==> src/rtl/systolic_array_sequencer.sv <==
// Avalon-MM sequencer: fetches A and B from SDRAM into the systolic array, starts it, writes results back.
// Optional cycle counter on CSR 6 is built when SEQ_PERF_CNT_EN is defined.
module systolic_array_sequencer #(
    parameter int ADDR_W = 32,
    parameter int DATA_W = 32,
    parameter int MAX_N  = 8
) (
    input  logic              clk,
    input  logic              reset_n,
    input  logic [2:0]        avs_address,
    input  logic              avs_read,
    input  logic              avs_write,
    input  logic [31:0]       avs_writedata,
    output logic [31:0]       avs_readdata,
    output logic [ADDR_W-1:0] avm_address,
    output logic              avm_read,
    output logic              avm_write,
    output logic [DATA_W-1:0] avm_writedata,
    input  logic              avm_waitrequest,
    input  logic [DATA_W-1:0] avm_readdata,
    input  logic              avm_readdatavalid,
    output logic              arr_load_valid,
    output logic              arr_load_sel,
    output logic [DATA_W-1:0] arr_load_data,
    output logic              arr_start,
    input  logic              arr_done,
    input  logic              arr_res_valid,
    input  logic [DATA_W-1:0] arr_res_data,
    output logic              arr_res_ready,
    output logic              irq
);

    localparam logic [2:0] ST_IDLE    = 3'd0;
    localparam logic [2:0] ST_FETCH_A = 3'd1;
    localparam logic [2:0] ST_FETCH_B = 3'd2;
    localparam logic [2:0] ST_START   = 3'd3;
    localparam logic [2:0] ST_WAIT    = 3'd4;
    localparam logic [2:0] ST_DRAIN   = 3'd5;

    localparam logic [3:0] MAX_N4 = 4'(MAX_N);

    logic [2:0]        state;
    logic              irq_en;
    logic              busy;
    logic              done;
    logic              err;
    logic [ADDR_W-1:0] src_a;
    logic [ADDR_W-1:0] src_b;
    logic [ADDR_W-1:0] dst;
    logic [3:0]        size;
    logic [ADDR_W-1:0] job_src_a;
    logic [ADDR_W-1:0] job_src_b;
    logic [ADDR_W-1:0] job_dst;
    logic [6:0]        job_words;
    logic [6:0]        idx;
    logic              rd_outstanding;
    logic              drop_rsp;
    logic              abort_pend;
    logic [31:0]       cycles;

    logic wr_ctrl;
    logic go_req;
    logic abort_req;
    logic size_ok;
    logic in_fetch;
    logic rsp_fire;
    logic res_fire;
    logic last_word;
    logic [6:0] size_w;

    wire unused_wdata = &{1'b0, avs_writedata[31:4]};

    function automatic logic [ADDR_W-1:0] word_addr(input logic [ADDR_W-1:0] base,
                                                    input logic [6:0] i);
        return base + (ADDR_W'(i) << 2);
    endfunction

    assign wr_ctrl   = avs_write && (avs_address == 3'd0);
    assign go_req    = wr_ctrl && avs_writedata[0];
    assign abort_req = wr_ctrl && avs_writedata[2];
    assign size_ok   = (size != 4'd0) && (size <= MAX_N4);
    assign size_w    = {3'd0, size};
    assign in_fetch  = (state == ST_FETCH_A) || (state == ST_FETCH_B);
    assign rsp_fire  = avm_readdatavalid && rd_outstanding;
    assign last_word = (idx == job_words - 7'd1);

    assign arr_load_valid = in_fetch && rsp_fire && !abort_pend;
    assign arr_load_sel   = (state == ST_FETCH_B);
    assign arr_load_data  = arr_load_valid ? avm_readdata : '0;
    assign arr_start      = (state == ST_START);
    assign arr_res_ready  = (state == ST_DRAIN) && !avm_write && !abort_pend;
    assign res_fire       = arr_res_valid && arr_res_ready;
    assign irq            = done && irq_en;

    // Job sequencing and status; later assignments to done/err take priority over the W1C clears
    always_ff @(posedge clk or negedge reset_n) begin
        if (!reset_n) begin
            state          <= ST_IDLE;
            busy           <= 1'b0;
            done           <= 1'b0;
            err            <= 1'b0;
            job_src_a      <= '0;
            job_src_b      <= '0;
            job_dst        <= '0;
            job_words      <= '0;
            idx            <= '0;
            rd_outstanding <= 1'b0;
            drop_rsp       <= 1'b0;
            abort_pend     <= 1'b0;
            avm_address    <= '0;
            avm_read       <= 1'b0;
            avm_write      <= 1'b0;
            avm_writedata  <= '0;
        end else begin
            if (avs_write && (avs_address == 3'd1)) begin
                if (avs_writedata[1]) done <= 1'b0;
                if (avs_writedata[2]) err  <= 1'b0;
            end
            if (abort_req && busy) abort_pend <= 1'b1;
            if (avm_readdatavalid && drop_rsp) drop_rsp <= 1'b0;

            case (state)
                ST_IDLE: begin
                    abort_pend <= 1'b0;
                    if (go_req) begin
                        if (!size_ok) begin
                            err <= 1'b1;
                        end else begin
                            job_src_a <= src_a;
                            job_src_b <= src_b;
                            job_dst   <= dst;
                            job_words <= size_w * size_w;
                            idx       <= '0;
                            busy      <= 1'b1;
                            done      <= 1'b0;
                            state     <= ST_FETCH_A;
                        end
                    end
                end
                default: begin
                    if (abort_pend) begin
                        // Let a stalled request finish its handshake before giving up the bus
                        if (!((avm_read || avm_write) && avm_waitrequest)) begin
                            drop_rsp       <= avm_read || (rd_outstanding && !avm_readdatavalid);
                            avm_read       <= 1'b0;
                            avm_write      <= 1'b0;
                            rd_outstanding <= 1'b0;
                            abort_pend     <= 1'b0;
                            busy           <= 1'b0;
                            err            <= 1'b1;
                            done           <= 1'b0;
                            idx            <= '0;
                            state          <= ST_IDLE;
                        end
                    end else begin
                        case (state)
                            ST_FETCH_A, ST_FETCH_B: begin
                                if (avm_read && !avm_waitrequest) begin
                                    avm_read       <= 1'b0;
                                    rd_outstanding <= 1'b1;
                                end else if (!avm_read && !rd_outstanding && !drop_rsp) begin
                                    avm_read    <= 1'b1;
                                    avm_address <= word_addr((state == ST_FETCH_A) ? job_src_a
                                                                                   : job_src_b, idx);
                                end
                                if (rsp_fire) begin
                                    rd_outstanding <= 1'b0;
                                    if (last_word) begin
                                        idx   <= '0;
                                        state <= (state == ST_FETCH_A) ? ST_FETCH_B : ST_START;
                                    end else begin
                                        idx <= idx + 7'd1;
                                    end
                                end
                            end
                            ST_START: state <= ST_WAIT;
                            ST_WAIT: begin
                                if (arr_done) state <= ST_DRAIN;
                            end
                            ST_DRAIN: begin
                                if (res_fire) begin
                                    avm_write     <= 1'b1;
                                    avm_writedata <= arr_res_data;
                                    avm_address   <= word_addr(job_dst, idx);
                                end else if (avm_write && !avm_waitrequest) begin
                                    avm_write <= 1'b0;
                                    if (last_word) begin
                                        idx   <= '0;
                                        busy  <= 1'b0;
                                        done  <= 1'b1;
                                        state <= ST_IDLE;
                                    end else begin
                                        idx <= idx + 7'd1;
                                    end
                                end
                            end
                            default: state <= ST_IDLE;
                        endcase
                    end
                end
            endcase
        end
    end

    // Software-visible configuration; the running job works from its own latched copies
    always_ff @(posedge clk or negedge reset_n) begin
        if (!reset_n) begin
            irq_en <= 1'b0;
            src_a  <= '0;
            src_b  <= '0;
            dst    <= '0;
            size   <= '0;
        end else if (avs_write) begin
            case (avs_address)
                3'd0: irq_en <= avs_writedata[1];
                3'd2: src_a  <= ADDR_W'(avs_writedata);
                3'd3: src_b  <= ADDR_W'(avs_writedata);
                3'd4: dst    <= ADDR_W'(avs_writedata);
                3'd5: size   <= avs_writedata[3:0];
                default: ;
            endcase
        end
    end

    always_ff @(posedge clk or negedge reset_n) begin
        if (!reset_n) begin
            avs_readdata <= '0;
        end else if (avs_read) begin
            case (avs_address)
                3'd0:    avs_readdata <= {30'd0, irq_en, 1'b0};
                3'd1:    avs_readdata <= {29'd0, err, done, busy};
                3'd2:    avs_readdata <= 32'(src_a);
                3'd3:    avs_readdata <= 32'(src_b);
                3'd4:    avs_readdata <= 32'(dst);
                3'd5:    avs_readdata <= {28'd0, size};
                3'd6:    avs_readdata <= cycles;
                default: avs_readdata <= '0;
            endcase
        end
    end

`ifdef SEQ_PERF_CNT_EN
    always_ff @(posedge clk or negedge reset_n) begin
        if (!reset_n) begin
            cycles <= '0;
        end else if ((state == ST_IDLE) && go_req && size_ok) begin
            cycles <= '0;
        end else if (busy && (cycles != 32'hFFFF_FFFF)) begin
            cycles <= cycles + 32'd1;
        end
    end
`else
    assign cycles = 32'd0;
`endif

endmodule

==> config.mk <==
export PLATFORM = sky130hd
export DESIGN_NAME = systolic_array_sequencer
export DESIGN_NICKNAME = d
export VERILOG_FILES = /design/src/rtl/systolic_array_sequencer.sv
export SDC_FILE = /design/constraint.sdc
export NUM_CORES = 1
export LEC_CHECK = 0
export BUFFER_PORTS_ARGS = -buffer_cell sky130_fd_sc_hd__buf_2
export CORE_ASPECT_RATIO = 1.1
export CORE_MARGIN = 3
export CORE_UTILIZATION = 36
export DETAILED_ROUTE_END_ITERATION = 8
export GPL_ROUTABILITY_DRIVEN = 0
export GPL_TIMING_DRIVEN = 0
export PLACE_DENSITY = 0.6
export SETUP_SLACK_MARGIN = 0.5
export SLEW_MARGIN = 20
export SYNTH_ARGS = -nofsm -noshare
export SYNTH_HDL_FRONTEND = slang
export SYNTH_SLANG_ARGS = --single-unit
==> constraint.sdc <==
create_clock -name clk -period 6.1 [get_ports clk]
set_clock_uncertainty 0.2 [all_clocks]
set_input_delay 1.22 -clock clk [delete_from_list [all_inputs] [get_ports clk]]
set_output_delay 1.22 -clock clk [all_outputs]
set_load 0.1 [all_outputs]
Yosys cells after proc, flatten, opt, wreduce, memory -nomap -nowiden
Index checks and enable logic that the tools add are counted.
{ "classes": {"add_sub_neg": 4, "multipliers": 1, "n_lt_le_gt_ge": 1, "eq_ne": 25, "n_mux": 77, "n_bitwise": 2, "n_reduce_logical": 58} }
{ "ops": {"columns": ["cell", "n"], "rows": [
  ["$pmux 32 s6", 1],
  ["$mux 32", 5],
  ["$add 32x9->32", 2],
  ["$pmux 32 s2", 1],
  ["$mux 7", 9],
  ["$mux 1", 48],
  ["$mux 3", 11],
  ["$logic_and 1x1->1", 20],
  ["$reduce_bool 3->1", 6],
  ["$reduce_and 4->1", 4],
  ["$pmux 7 s2", 1],
  ["$reduce_and 7->1", 2],
  ["$eq 3x2->1 const B", 4],
  ["$eq 3x3->1 const B", 4],
  ["$ne 2x2->1 const B", 6],
  ["$ne 4x4->1 const B", 3],
  ["$pmux 3 s4", 1],
  ["$reduce_and 2->1", 5],
  ["$reduce_and 9->1", 1],
  ["$ne 4x3->1 const B", 2],
  ["$reduce_bool 4->1", 2],
  ["$add 7x1->7 const B", 1],
  ["$eq 7x7->1", 1],
  ["$logic_not 1->1", 7],
  ["other kinds (13)", 21]
]} }
{ "word_totals": {"regBits": 318, "inputBits": 107, "output_inout_bits": 135, "elab_cells": 190} }

Logic depth before layout (Yosys ltp)
Gate-level depths: netlist of run 1.
{ "depth": {"word_depth": 9, "mapped_depth": 16} }

Worst setup path before layout of run 1
Ideal clock, no wire load.
{ "synth_timing": {"kind": "reg2out", "start": "reg state[2]", "end": "out arr_load_sel", "arrival_ns": 3.110, "required_ns": 4.680, "setup_slack_ns": 1.570, "stages_incl_launch_ff": 5, "cell_sequence": "dfrtp_1 > buf_4 > buf_4 > buf_6 > nor3b_1"} }
{ "synth_via": {"elab_chain_len": 1} }
{ "synth_rtl": {"columns": ["element", "line", "source"], "rows": [
  ["from (decl)", "42", "logic [2:0] state;"],
  ["from (signal assigned)", "170", "state <= (state == ST_FETCH_A) ? ST_FETCH_B : ST_START;"],
  ["$eq 3x2->1", "88", "assign arr_load_sel = (state == ST_FETCH_B);"],
  ["to (decl)", "23", "output logic arr_load_sel,"]
]} }
Every way passes these cells.

Final worst setup path of run 1
{ "layout_timing": {"start": "reg state[2]", "end": "out arr_load_data[26]"} }
{ "layout_via": {"elab_chain_len": 5} }
{ "layout_rtl": {"columns": ["element", "line", "source"], "rows": [
  ["$eq 3x1->1 or $eq 3x2->1 (tied branches)", "83", "assign in_fetch = (state == ST_FETCH_A) || (state == ST_FETCH_B);"],
  ["$logic_or 1x1->1 (*)", "83", null],
  ["$logic_and 1x1->1 (*) (2 in series)", "87", "assign arr_load_valid = in_fetch && rsp_fire && !abort_pend;"],
  ["$mux 32 (*)", "89", "assign arr_load_data = arr_load_valid ? avm_readdata : '0;"],
  ["to (decl)", "24", "output logic [DATA_W-1:0] arr_load_data,"]
]} }
Mark *: on every way between the ends. The rest lies on a longest branch, timed or not.

==> summary.md, run 1 <==
| Metric | Value |
|---|---|
| Run status | `finished clean` |
| CTS tree | `done` |
| Final hold slack | `between 0.2 and 0.3 ns` |
| Post-cts sizing count | `0` |
| Setup repair after global routing missed its margin | `no` |
| Achievable Freq | `between 0.15 and 0.2 GHz` |
| Critical hold path startpoint | `job_src_a[4]$_DFFE_PN0P_` |
| Number of sinks on the clock net | `about 320` |
| Slew HR | `0.355` |
| Standby leakage power | `between 9 and 10 nW` |
| Max stage delay cell, worst path | `nor3_1` |
| Count of max-cap constraint violations | `0` |
| CTS hold repair buffers | `0` |
| Average wire length per cell after detail routing | `between 15 and 20 µm` |
| Bufs on Longest Clock Path | `3` |
| Most common cell after layout, fill and taps aside | `nand2_1` |
| Area grow syn2layout | `21.2%` |
| Worst Setup Start Kind | `flip-flop` |
| Sequence of cells on the critical path | `buf_4 > buf_4 > buf_6 > buf_2 > nor3_1 > clkbuf_1 > and3_1 > buf_2` |
| Peak supply drop | `roughly 0.00017 V` |
| First-pass GRT wire length | `69.6 mm` |
| Startpoint of the lowest-slack register-to-register path | `state[2]$_DFFE_PN0P_` |
| Critical Path End Type | `primary output` |
| # Post-CTS Setup Buffers | `0` |
| Commonest cells after routing, fill and taps aside | `nand2_1, dfrtp_1, buf_2` |
| Register-to-register setup slack | `~1.1 ns` |
| Synthesis-stage register bit count | `roughly 320` |
| DR pass1 iterations | `5` |
| Area of the mapped netlist | `15000 µm²` |
| Period Utilization, post-route | `0.841` |
| Fin util | `0.446` |
| Kind of critical path | `reg -> out` |
| Iter 0 DRT Violations | `between 900 and 1000` |
| Data arrival at the endpoint of the critical path | `3.71 ns` |
| Die W | `200 µm` |
| Fraction of final layout cells sized beyond drive strength 1 | `0.271` |
| Port buffer count | `about 240` |
| Avg Inst Size Synth | `slightly above 10 µm²` |
| Clk Latency, worst-skew pair | `0.52 ns` |
| Floorplan die height | `~220 µm` |
| Initial cell density of the core | `0.368` |
| Critical-path maximum fanout | `10` |
| Post-Route WL | `~45 mm` |
| Post-synth ARST share | `1.00` |
| Net count after synthesis | `roughly 1600` |
| Clock Pin Slew Worst Setup and Hold Paths | `~0.060 ns` |
| Largest cells by area after synthesis | `dfrtp_1, mux2_2, nand2_1` |
| PwrDens | `around 530 nW/µm²` |
| Total number of vias | `11800` |
| Place WS | `approximately 1.1 ns` |
| Setup TNS | `0 ns` |
| Number of I/O pins | `about 240` |
| Vias in the first global route | `approximately 12000` |
| H-tree depth | `2` |
| DRC violation count after routing | `0` |
| Total overflow reported by the global router | `0` |
| Distinct cells, synth | `66` |
| Slew at the pin with the worst max-slew slack | `0.961 ns` |
| Die Area | `44100 µm²` |
| Min-delay worst type | `reg -> reg` |
| Number of enable flip-flop cells after synthesis | `0` |
| Share of synthesized area occupied by flip-flops and latches | `0.530` |
| Tmin final | `5.13 ns` |
| Std-Cell Core Area | `40700 µm²` |
| Terminus of the critical flop-to-flop path | `avm_address[24]$_DFFE_PN0P_` |
| Number of buffers created by CTS | `35` |
| Number of antenna violations at the first check in global routing | `5` |
| Top cell type's share of synthesized area | `0.530` |
| Final Hold Viols | `0` |
| Most used DFF post-synth | `dfrtp_1` |
| Post-synthesis cell count | `between 1000 and 1500` |
| Number of pins with negative max-slew slack in the final report | `0` |
| Cell at the root of the clock tree | `clkbuf_16` |
| Data required time at the worst endpoint | `between 4 and 5 ns` |
| Logic depth of the worst register-to-register path | `16` |
| Final HPWL DP | `33.4 mm` |
| Slowest Stage Delay on Critical Path | `about 0.80 ns` |
| Post-route setup slack | `roughly 0.97 ns` |
| Number of nets at the end of the flow | `~1900` |
| Number of cells traversed by the worst hold path | `2` |
| Largest net degree at the start of global routing | `80` |
| Overall global routing resource usage | `0.200` |
| Hold path endpoint | `job_src_a[4]$_DFFE_PN0P_` |
| Placement Rows | `between 70 and 80` |
| Number of nets with antenna violations after routing | `0` |
| Final setup violation count | `0` |
| Number of vias per cell after detailed routing | `between 5 and 6` |
| Warning count from the yosys run | `0` |
| Cell type with the highest aggregate area in the netlist | `dfrtp_1` |
## Yosys cell counts (3+ instances only)
| master | count |
|---|---|
| ha_1 | 12 |
| nand4_1 | 17 |
| a31oi_1 | 14 |
| and3_1 | 37 |
| mux2_2 | 148 |
| mux2i_1 | 61 |
| nor2b_1 | 6 |
| xnor2_1 | 20 |
| o22ai_1 | 35 |
| a22o_1 | 3 |
| xor2_1 | 6 |
| a21oi_1 | 56 |
| or4_1 | 3 |
| nor4_1 | 4 |
| mux2_1 | 4 |
| dfrtp_1 | 317 |
| a31o_1 | 3 |
| and2_1 | 9 |
| nor2_1 | 70 |
| buf_1 | 6 |
| o21ai_0 | 43 |
| clkbuf_1 | 61 |
| a21o_1 | 9 |
| inv_1 | 46 |
| nand2_1 | 363 |
| nor3_1 | 13 |
| nand2b_1 | 7 |
| o31ai_1 | 4 |
| nor3b_1 | 3 |
| a31o_2 | 5 |
| buf_4 | 3 |
| nand3_1 | 19 |
| mux2i_2 | 3 |
| buf_2 | 10 |
## layout make-up
class / instances / area, µm²
fill: 3932 / 22500
sequential: 317 / 7930
multi-input combinational: 1019 / 6500
timing repair buffer: 243 / 1320
clock buffer: 52 / 1060
tap: 553 / 692
buffer: 83 / 367
inverter: 46 / 173
clock inverter: 8 / 92.6
antenna: 2 / 5.00
## through the flow
step                      cells  power [mW]  cell area [µm²]
after floorplan            1465        6.45            15000
after global placement     2257        7.38            16900
after detailed placement   2261        7.46            17000
after CTS                  2321        9.63            18100
after global routing       2322        10.0            18100
final                      2323        9.55            18100
## per-layer routing
layer  up-vias  part of all wire  track usage
met5         -           0.00094            0
met4         6             0.031       0.0661
met3        90             0.069       0.0477
met2       392              0.47        0.337
li1       5583                 -            -
met1      5691              0.43        0.255
## critical path: cells and delay by family, from the launching register on
family,cells,cell delay [ns]
and+or+nand+nor,2,1.03
DFF,1,0.46
buffers and inverters,6,1.67
## registers in the layout (all words and copies together), names as in the netlist, 3 cells and up
| name | flops |
|---|---|
| avm_address | 32 |
| avm_writedata | 32 |
| avs_readdata | 32 |
| dst | 32 |
| idx | 7 |
| job_dst | 32 |
| job_src_a | 32 |
| job_src_b | 32 |
| job_words | 6 |
| size | 4 |
| src_a | 32 |
| src_b | 32 |
| state | 3 |
## kinds of logic (layout without fill, tap and decap cells)
group	Yosys count	in the layout	synth area share
DFF	317	317	0.530
AOI/OAI and AO/OA	190	190	0.0765
buffers and inverters	129	432	0.0360
muxes	217	217	0.159
other	0	2	0
and+or+nand+nor	571	571	0.169
xor gates and xnor gates	26	26	0.0152
adders and majority gates	15	15	0.0134
## where the power goes
group | switching (mW) | internal [mW]
Clock | 0.849 | 1.29
Combinational | 3.25 | 1.07
Sequential | 0.413 | 2.69
Total | 4.51 | 5.04
## how the worst max path moves through the flow
stage	start	endpoint	slack (ns)	cells past startpoint
after floorplan	state[2]$_DFFE_PN0P_	arr_load_sel	1.57	4
after global placement	reset_n	avs_readdata[7]$_DFFE_PN0P_	-2.48	1
after detailed placement	state[2]$_DFFE_PN0P_	avm_address[20]$_DFFE_PN0P_	1.09	16
after CTS	state[2]$_DFFE_PN0P_	arr_load_data[22]	0.90	8
after global routing	state[2]$_DFFE_PN0P_	avm_address[24]$_DFFE_PN0P_	0.80	16
final	state[2]$_DFFE_PN0P_	arr_load_data[26]	0.97	8
(Power assumes the default switching activity.)
==> inputs of run 2 (changes only) <==
ABC_AREA = 1   (was default)
clock period = 4.8 ns   (was 6.1 ns; I/O delays follow)
==> run 2 against run 1 <==
Effect of this change: cell count up 15%; global-route usage up 0.78 points; critical path depth up 3; clock-buffer cell count down 1; cell area up 0.75%; sequential power up 28%; largest power group unchanged; highest routed layer unchanged.
==> summary.md, run 2 <==
| Metric | Value |
|---|---|
| Warning count from the yosys run | `0 (unchanged)` |
| Number of I/O pins | `242 (unchanged)` |
| Iter 0 DRT Violations | `1031 (+9.1%)` |
| Post-route setup slack | `0.620 ns (-0.348 ns)` |
| H-tree depth | `2 (unchanged)` |
| Number of buffers created by CTS | `36 (+2.9%)` |
| Clock Pin Slew Worst Setup and Hold Paths | `0.06 ns (about the same)` |
| Final Hold Viols | `0 (unchanged)` |
| Total number of vias | `13200 (+12%)` |
| Top cell type's share of synthesized area | `0.529 (-0.000929)` |
| Most repeated cell in the gate-level netlist after synthesis | `nand2_1` |
| CTS tree | `done` |
| Multi-input gate area in the final layout | `5880 µm² (-9.5%)` |
| Tmin final | `approximately 4.2 ns` |
| CP Buf/Inv Count | `6 (unchanged)` |
| Average wire length per cell after detail routing | `17.4 µm (-9.7%)` |
| Number of cells on the critical path | `11 (+3)` |
| Overall global routing resource usage | `0.208 (+0.00775)` |
| Post-synthesis cell count | `1804 (+23%)` |
| Most common library cells after synthesis | `nand2_1, dfrtp_1, o21ai_0` |
| First-pass GRT wire length | `73.4 mm (+5.5%)` |
| Number of nets at the end of the flow | `2206 (+18%)` |
| DRC violation count after routing | `0 (unchanged)` |
| Standby leakage power | `9.56 nW (+6.1%)` |
| CTS hold repair buffers | `0 (unchanged)` |
| Worst Setup Start Kind | `flip-flop` |
| Largest cells by area after synthesis | `dfrtp_1, nand2_1, o21ai_0` |
| Total inserted antenna cells | `0 (-2)` |
| Cell type with the highest aggregate area in the netlist | `dfrtp_1` |
| Bufs on Longest Clock Path | `3 (unchanged)` |
| Initial cell density of the core | `0.369 (+0.000646)` |
| Overall power after layout | `12.8 mW (+34%)` |
| Share of total power in combinational logic | `0.469 (+0.018)` |
| Die Area | `44100 µm² (+0.17%)` |
| PwrDens | `700 nW/µm² (+33%)` |
| Worst setup path start | `state[2]$_DFFE_PN0P_` |
| Port buffer count | `240 (+0.42%)` |
| Area grow syn2layout | `21.9%` |
| Count of max-cap constraint violations | `0 (unchanged)` |
| Placement-stage cell area | `17000 µm² (about the same)` |
| Number of sinks on the clock net | `317 (unchanged)` |
| Design internal power | `6.52 mW (+29%)` |
| Kind of critical path | `reg -> out` |
| Avg Inst Size Synth | `8.31 µm² (-19%)` |
| Sequence of cells on the critical path | `inv_1 > nand3_1 > nand2_1 > inv_2 > nor2_1 > inv_1 > nor2_2 > inv_2 > clkbuf_1 > nor2_1 > buf_2` |
| Share of power burned in the clock network | `0.222 (-0.002)` |
| Number of pins with negative max-slew slack in the final report | `0 (unchanged)` |
| Achievable Freq | `0.239 GHz` |
| Die W | `201 µm (about the same)` |
| Startpoint of the lowest-slack register-to-register path | `state[1]$_DFFE_PN0P_` |
| Final setup violation count | `0 (unchanged)` |
| Number of nets with antenna violations after routing | `0 (unchanged)` |
| P_sw | `6.28 mW (+39%)` |
| Distinct cells, synth | `44 (-33%)` |
| Share of synthesized area occupied by flip-flops and latches | `0.529 (-0.000929)` |
| Fraction of final layout cells sized beyond drive strength 1 | `0.192 (-0.0786)` |
| Data arrival at the endpoint of the critical path | `3.02 ns (-0.69 ns)` |
| Std-Cell Core Area | `40700 µm² (unchanged)` |
| Floorplan die height | `220 µm (about the same)` |
| Most used DFF post-synth | `dfrtp_1` |
| Min-delay worst type | `in -> async` |
| Total overflow reported by the global router | `0 (unchanged)` |
| Run status | `finished clean` |
| Most common cell after layout, fill and taps aside | `nand2_1` |
| Setup repair after global routing missed its margin | `no` |
| Slew at the pin with the worst max-slew slack | `0.809 ns (-0.151 ns)` |
| Largest net degree at the start of global routing | `98 (+23%)` |
| Setup TNS | `0 ns (unchanged)` |
| Cell at the root of the clock tree | `clkbuf_16` |
| Seq pwr share | `0.310 (-0.015)` |
| Final non-filler cell area | `18300 µm² (+0.75%)` |
| Area of the mapped netlist | `15000 µm² (+0.18%)` |
| Final hold slack | `0.195 ns (-0.0746 ns)` |
| Place WS | `1.18 ns (+0.0915 ns)` |
| Slowest Stage Delay on Critical Path | `0.44 ns (-0.36 ns)` |
| Net count after synthesis | `1925 (+21%)` |
| Placement Rows | `77 (unchanged)` |
| Slew HR | `0.458 (+0.104)` |
| Number of vias per cell after detailed routing | `4.95 (-2.2%)` |
| Area taken by flip-flops and latches | `7930 µm² (unchanged)` |
| Critical Path End Type | `primary output` |
| Post-synth ARST share | `1.00 (unchanged)` |
| Peak supply drop | `0.000349 V (+110%)` |
| Commonest cells after routing, fill and taps aside | `nand2_1, dfrtp_1, o21ai_0` |
| DR pass1 iterations | `5 (unchanged)` |
| Post-cts sizing count | `0 (unchanged)` |
| Max stage delay cell, worst path | `buf_2` |
| Synthesis-stage register bit count | `317 (unchanged)` |
| Final HPWL DP | `35.5 mm (+6.4%)` |
| Critical-path maximum fanout | `10 (unchanged)` |
| Data required time at the worst endpoint | `3.64 ns (-1.04 ns)` |
| Logic depth of the worst register-to-register path | `16 (unchanged)` |
| Number of antenna violations at the first check in global routing | `1 (-4)` |
| Clk Latency, worst-skew pair | `0.53 ns (about the same)` |
| Period Utilization, post-route | `0.871` |
| Filler cells | `4093 (+4.1%)` |
| Vias in the first global route | `13200 (+11%)` |
| Kind of cell adding the most delay to the critical path | `buffers and inverters` |
| # Post-CTS Setup Buffers | `0 (unchanged)` |
| Post-Route WL | `46.3 mm (+3.5%)` |
| Share of total power consumed by net switching | `0.491 (+0.0189)` |
| Number of enable flip-flop cells after synthesis | `0 (unchanged)` |
[run 2: power by group through the flow]
| stage | clock [mW] | sequential [mW] | combinational (mW) |
|---|---|---|---|
| after floorplan | 0 | 5.83 | 2.74 |
| after global placement | 0 | 3.97 | 5.90 |
| after detailed placement | 0 | 3.99 | 5.98 |
| after CTS | 2.91 | 3.95 | 6.00 |
| after global routing | 3.01 | 4.05 | 6.48 |
| final | 2.84 | 3.96 | 6.00 |
[run 2: final cells by class]
cell class / count / area share
plain buffers: 80 / 0.0195
clock inverters: 13 / 0.0101
repair buffers: 243 / 0.0746
clock buffers: 51 / 0.0568
multi-input cells: 1187 / 0.322
flip-flops and latches: 317 / 0.434
inverters: 220 / 0.0453
well taps: 553 / 0.0379
[run 2: cell families after synthesis]
kind of cell	after synthesis	synth area share
AND/OR/NAND/NOR	815	0.231
flip-flops	317	0.529
AO/OA/AOI/OAI	308	0.113
buffers and inverters	300	0.0790
multiplexers	32	0.0240
XOR/XNOR	18	0.0105
adder cells (fa/ha/maj)	14	0.0127
[run 2: final timing paths]
| path | endpoint | slack, ns |
|---|---|---|
| setup / recovery | arr_load_data[1] | 0.62 |
| hold / removal | avm_writedata[12]$_DFFE_PN0P_ | 0.20 |
| setup reg to reg | avm_address[24]$_DFFE_PN0P_ | 1.33 |
| hold reg to reg | avm_address[29]$_DFFE_PN0P_ | 0.27 |
| max in group asynchronous | dst[19]$_DFFE_PN0P_ | 2.91 |
| min in group clk | avm_address[29]$_DFFE_PN0P_ | 0.27 |
[run 2: worst register-to-register path: stages, from the launching register on]
cell and delay [ns]:
dfrtp_1 0.49, nor2_4 0.33, buf_4 0.26, buf_6 0.17, o22ai_1 0.09, nor2_1 0.21, ha_1 0.24, fa_1 0.26
nand2_1 0.08, nand3_1 0.10, nand3_1 0.15, nand2_1 0.14, nand2_1 0.16, nor2_1 0.20, nand3_1 0.09, nand3_1 0.12
nand2_1 0.06
[run 2: layer usage]
layer,share of wire,vias up,global-route usage
li1,-,6332,-
met1,0.45,6295,0.287
met2,0.46,468,0.338
met3,0.063,97,0.0353
met4,0.028,2,0.0637
met5,0.00028,-,0
[run 2: through the flow]
stage / utilization / cells
floorplan: - / 1804
global placement: 0.415 / 2597
detailed placement: 0.418 / 2600
CTS: 0.448 / 2664
global route: 0.449 / 2664
finish: 0.449 / 2664
